<file path="src/rtl/float_div.sv">
// rtl/float_div.sv - sequential IEEE-754 single-precision restoring divider
// One quotient bit per cycle; fixed 26-cycle latency from accept to write-back.
module float_div (
  input  logic        clk,
  input  logic        rst,
  input  logic        start,
  input  logic [31:0] A,
  input  logic [31:0] B,
  output logic [31:0] S,
  output logic        busy,
  output logic        done,
  output logic        overflow,
  output logic        div_by_zero
);

  localparam logic [1:0] ST_IDLE = 2'd0;
  localparam logic [1:0] ST_DIV  = 2'd1;
  localparam logic [1:0] ST_WB   = 2'd2;

  logic [1:0]  state_q, state_d;
  logic        sign_q, sign_d;
  logic [7:0]  a_exp_q, a_exp_d;
  logic [7:0]  b_exp_q, b_exp_d;
  logic [23:0] m2_q, m2_d;
  logic [24:0] rem_q, rem_d;
  logic [24:0] quo_q, quo_d;
  logic [4:0]  cnt_q, cnt_d;
  logic [31:0] s_q, s_d;
  logic        done_q, done_d;
  logic        ovf_q, ovf_d;
  logic        dbz_q, dbz_d;

  logic signed [9:0] exp_raw;
  logic signed [9:0] exp_norm;
  logic [22:0]       frac;
  logic [24:0]       m2_ext;

  assign m2_ext  = {1'b0, m2_q};
  assign exp_raw = $signed({2'b00, a_exp_q}) - $signed({2'b00, b_exp_q}) + 10'sd127;

  // A quotient below 2^24 means m1 < m2: the leading one sits one place lower.
  always_comb begin
    exp_norm = exp_raw;
    frac     = quo_q[22:0];
    if (quo_q[24]) begin
      frac = quo_q[23:1];
    end else begin
      exp_norm = exp_raw - 10'sd1;
    end
  end

  always_comb begin
    state_d = state_q;
    sign_d  = sign_q;
    a_exp_d = a_exp_q;
    b_exp_d = b_exp_q;
    m2_d    = m2_q;
    rem_d   = rem_q;
    quo_d   = quo_q;
    cnt_d   = cnt_q;
    s_d     = s_q;
    done_d  = 1'b0;
    ovf_d   = ovf_q;
    dbz_d   = dbz_q;
    case (state_q)
      ST_IDLE: begin
        if (start) begin
          sign_d  = A[31] ^ B[31];
          a_exp_d = A[30:23];
          b_exp_d = B[30:23];
          m2_d    = {1'b1, B[22:0]};
          rem_d   = {2'b01, A[22:0]};
          quo_d   = '0;
          cnt_d   = '0;
          state_d = ST_DIV;
        end
      end
      ST_DIV: begin
        if (rem_q >= m2_ext) begin
          quo_d = {quo_q[23:0], 1'b1};
          rem_d = (rem_q - m2_ext) << 1;
        end else begin
          quo_d = {quo_q[23:0], 1'b0};
          rem_d = rem_q << 1;
        end
        cnt_d = cnt_q + 5'd1;
        if (cnt_q == 5'd24) begin
          state_d = ST_WB;
        end
      end
      ST_WB: begin
        done_d  = 1'b1;
        state_d = ST_IDLE;
        dbz_d   = 1'b0;
        if (a_exp_q == 8'hFF || b_exp_q == 8'hFF) begin
          s_d   = 32'h7F80_0000;
          ovf_d = 1'b1;
        end else if (b_exp_q == 8'h00) begin
          s_d   = {sign_q, 8'hFF, 23'h0};
          ovf_d = 1'b1;
          dbz_d = 1'b1;
        end else if (a_exp_q == 8'h00) begin
          s_d   = 32'h0;
          ovf_d = 1'b0;
        end else if (exp_norm >= 10'sd255) begin
          s_d   = {sign_q, 8'hFF, 23'h0};
          ovf_d = 1'b1;
        end else if (exp_norm <= 10'sd0) begin
          s_d   = 32'h0;
          ovf_d = 1'b0;
        end else begin
          s_d   = {sign_q, exp_norm[7:0], frac};
          ovf_d = 1'b0;
        end
      end
      default: state_d = ST_IDLE;
    endcase
  end

  always_ff @(posedge clk or posedge rst) begin
    if (rst) begin
      state_q <= ST_IDLE;
      sign_q  <= 1'b0;
      a_exp_q <= '0;
      b_exp_q <= '0;
      m2_q    <= '0;
      rem_q   <= '0;
      quo_q   <= '0;
      cnt_q   <= '0;
      s_q     <= '0;
      done_q  <= 1'b0;
      ovf_q   <= 1'b0;
      dbz_q   <= 1'b0;
    end else begin
      state_q <= state_d;
      sign_q  <= sign_d;
      a_exp_q <= a_exp_d;
      b_exp_q <= b_exp_d;
      m2_q    <= m2_d;
      rem_q   <= rem_d;
      quo_q   <= quo_d;
      cnt_q   <= cnt_d;
      s_q     <= s_d;
      done_q  <= done_d;
      ovf_q   <= ovf_d;
      dbz_q   <= dbz_d;
    end
  end

  assign S           = s_q;
  assign busy        = (state_q != ST_IDLE);
  assign done        = done_q;
  assign overflow    = ovf_q;
  assign div_by_zero = dbz_q;

endmodule

</file>
<file path="config.mk">
export PLATFORM = sky130hd
export DESIGN_NAME = float_div
export DESIGN_NICKNAME = d
export VERILOG_FILES = /design/src/rtl/float_div.sv
export SDC_FILE = /design/constraint.sdc
export NUM_CORES = 1
export LEC_CHECK = 0
export CAP_MARGIN = 0
export CORE_MARGIN = 5
export CORE_UTILIZATION = 50
export CTS_CLUSTER_SIZE = 25
export DETAILED_ROUTE_END_ITERATION = 12
export PLACE_DENSITY = 0.73
export SETUP_SLACK_MARGIN = 0.15
export SLEW_MARGIN = 10
export SYNTH_ARGS = -nofsm -noshare
export SYNTH_HDL_FRONTEND = slang
export SYNTH_SLANG_ARGS = --single-unit
</file>
<file path="constraint.sdc">
create_clock -name clk -period 4.2 [get_ports clk]
set_input_delay 0.84 -clock clk [delete_from_list [all_inputs] [get_ports clk]]
set_output_delay 0.84 -clock clk [all_outputs]
set_load 0.02 [all_outputs]
</file>
==> flow_summary.toml <==
[floorplan]
chipHeight_microns = 137
floorplan.initialDensity_pct = 50.8
core_area_sq_mm = 0.0159
die_w_microns = 137
io-pin-count = 103
std_cell_rows = 46
dieArea_sq_mm = 0.0188

[global_route]
gr-usage-all-layers_pct = 21.5
grt_pass1_vias = 6691
grt_max_degree = 88
grt-ovfl-total = 0
grt_antenna_before_repair = 0
grt_pass1_wl_mm = 32.3

[timing]
period_share_pct = 92.4
timing.final.hold_violations = 0
slew_viol_final = 0
fin_tns_setup_ps = 0
max-slew-margin-rel_pct = 29.9
min_period_ps = 3880
setup_viol = 0
max_slew.worst_pin.slew_ps = 1050
max_freq_mhz = 258
clock-skew-final_ps = 8.43
setup_repair_after_global_routing_missed_its_margin = "false"

[clock_network]
holdBufCountCts = 0
clk_latency_ps = 420
cts_sink_count = 133
clk_pin_slew_worst_paths_ps = 60
cts_tree = "built"
cts-htree-levels = 4
tritoncts.num_buffers = 17
root_buffer = "clkbuf_16"
clockBufferDepth = 2

[routing]
count_of_routing_violations_after_the_opening_detailed_route_iteration = 486
route.vias.total = 6784
ant_nets = 0
drt_pre_antenna_iters = 5
drc_violations_left = 0
route.final.wire_length_mm = 19.2
wl_per_cell_microns = 15.7
vias_per_cell = 5.57

[synthesis]
async_reset_ff_share_pct = 100
mappedNetlistNets = 1009
yosysSeqAreaShare_pct = 41.2
yosys.area.top_type = "dfrtp_1"
syn_area_sq_mm = 0.00808
ys_top_cells_by_count = "202 x nand2_1, 133 x dfrtp_1, 81 x o21ai_0, 49 x inv_1, 42 x clkbuf_1"
syn-mean-instance-area_sq_um = 8.93
synth.ff_latch_count = 133
synthDominantCellAreaShare_pct = 41.2
ys.flop_type = "dfrtp_1"
post_synth_num_cell_types = 68
synth-edff-count = 0
synthCells = 904
netlist_top_cells_area = "dfrtp_1 41%, nand2_1 9.4%, ha_1 5.6%"
synthMostInstantiatedCell = "nand2_1"
synth_warnings = 0

[placement]
buffer_ports.inserted = 102
dp.final_hpwl_mm = 13.5
globalplace.congestion = 0.891

[worst_setup_path]
required_ps = 4520
setup.worst_path.start_class = "register"
crit_path_cell_trace = "inv_1, ha_1, inv_1, fa_2, a211o_1, a211o_1, a221oi_4, nor2_2, a22o_1, a221oi_4, xor2_4, a31o_2, buf_12, o41ai_2"
cp.arrival_ps = 4200
reg2reg_from = "a_exp_q[0]$_DFFE_PP0P_"
critPathTopFamily = "compound AO/OA/AOI/OAI gates"
worst_path_max_delay_cell = "dfrtp_1"
timing.critical_path.fanout_max = 27
crit_path_end_kind = "register"
worst-setup-path-type = "reg -> reg"
startpoint = "a_exp_q[0]$_DFFE_PP0P_"
critical-path-max-stage-delay_ps = 390
worstPathBufferInverterCount = 3

[layout]
num-nets-final = 1095
num_antenna_cells = 0
syn2layout_area_growth_pct = 23.1
layout-drive-gt1-share_pct = 9.77
final.fill_count = 1397

[run]
drv.max_cap_violation_count = 0

[min_path]
holdCritPathClass = "reg -> reg"
hold_path_startpoint = "m2_q[23]$_DFFE_PP0P_"

[status]
run_status = "completed"
area by class of cell:
class / instances / area, sq um / area share, %
Sequential cell: 133 / 3330 / 33.5
Timing Repair Buffer: 118 / 1180 / 11.9
Tap cell: 216 / 270 / 2.72
Clock inverter: 13 / 124 / 1.25
Inverter: 49 / 188 / 1.89
Multi-Input combinational cell: 671 / 4390 / 44.2
Clock buffer: 19 / 453 / 4.56
metrics by stage:
step                      util [%]  instance area (sq um)  hold WS, ps  std cells  worst slack [ps]
after floorplan                  -                   8080          418        904               410
after global placement        58.6                   9300          431       1185               362
after detailed placement      58.6                   9300          437       1185               279
after CTS                     62.2                   9880          451       1217               227
after global routing          62.6                   9940          487       1219               135
final                         62.6                   9940          455       1219               320
worst register-to-register path: stages, from the launching register on:
cell	delay [ps]
dfrtp_1	390
inv_1	80
ha_1	170
inv_1	60
fa_2	370
a211o_1	310
a211o_1	320
a221oi_4	330
nor2_2	120
a22o_1	270
a221oi_4	380
xor2_4	160
a31o_2	280
buf_12	170
o41ai_2	370
placed cells by master, fill, tap and decap left out, types with 3 or more instances in the layout:
| master | instances |
|---|---|
| a21o_1 | 10 |
| xnor2_1 | 18 |
| a21boi_0 | 4 |
| dfrtp_1 | 133 |
| o22a_1 | 3 |
| buf_12 | 3 |
| nor2b_1 | 7 |
| mux2i_1 | 30 |
| ha_1 | 36 |
| o21ai_0 | 81 |
| nor3_1 | 12 |
| nand2b_1 | 7 |
| nand4_1 | 12 |
| clkinv_4 | 4 |
| o21a_1 | 8 |
| nand2_1 | 202 |
| a32oi_1 | 16 |
| inv_1 | 48 |
| nor4_1 | 6 |
| o31ai_1 | 6 |
| o22ai_1 | 9 |
| a211o_1 | 4 |
| clkbuf_16 | 17 |
| a31oi_1 | 8 |
| nand3b_1 | 3 |
| nand3_1 | 18 |
| or3_1 | 3 |
| or2_2 | 6 |
| clkdlybuf4s50_1 | 102 |
| o41ai_2 | 22 |
| buf_4 | 12 |
| clkinvlp_4 | 4 |
| nor2_1 | 31 |
| a21oi_1 | 41 |
| and3_1 | 3 |
| a211oi_1 | 3 |
| xor2_1 | 10 |
| and2_1 | 5 |
| o211ai_1 | 4 |
| inv_6 | 3 |
flip-flops by register name, indices dropped and copies added, names as in the netlist:
signal       flops
sign_q           1
cnt_q            5
rem_q           25
div_by_zero      1
state_q          2
overflow         1
S               32
b_exp_q          8
quo_q           25
a_exp_q          8
done             1
m2_q            24
metal layers:
metal | global-route usage (%) | share of wire, % | up-vias
li1 | - | - | 3377
met1 | 27.7 | 45 | 3265
met2 | 36.2 | 50 | 118
met3 | 4.56 | 3.7 | 24
met4 | 6.65 | 1.4 | 0
met5 | 0 | 0 | -
kinds of logic (layout without fill, tap and decap cells):
logic type      count (synthesis)  in the layout  share of synthesized area (%)
compound gates                244            244                           22.2
xor+xnor                       31             31                           3.69
fa+ha+maj                      38             38                           6.07
buf+inv                       100            199                           5.13
flops                         133            133                           41.2
mux                            31             31                           3.86
simple gates                  327            327                           17.8
timing repair:
item	4_1_cts	5_1_grt
setup endpoints to repair	0	23
buffers inserted	0	2
gates resized for setup	0	8
worst paths after layout:
check	endpoint	slack, ps	cells after the start
worst max register to register	S[5]$_DFFE_PP0P_	320	14
worst min-delay path	m2_q[23]$_DFFE_PP0P_	450	2
worst min register to register	m2_q[23]$_DFFE_PP0P_	450	2
min in group asynchronous	m2_q[19]$_DFFE_PP0P_	810	2
worst max-delay path	S[5]$_DFFE_PP0P_	320	14
max in group asynchronous	cnt_q[1]$_DFFE_PP0P_	2560	3
Power is not shown: default switching activity piles up to over one toggle a cycle in this logic, so the estimate is an artifact.
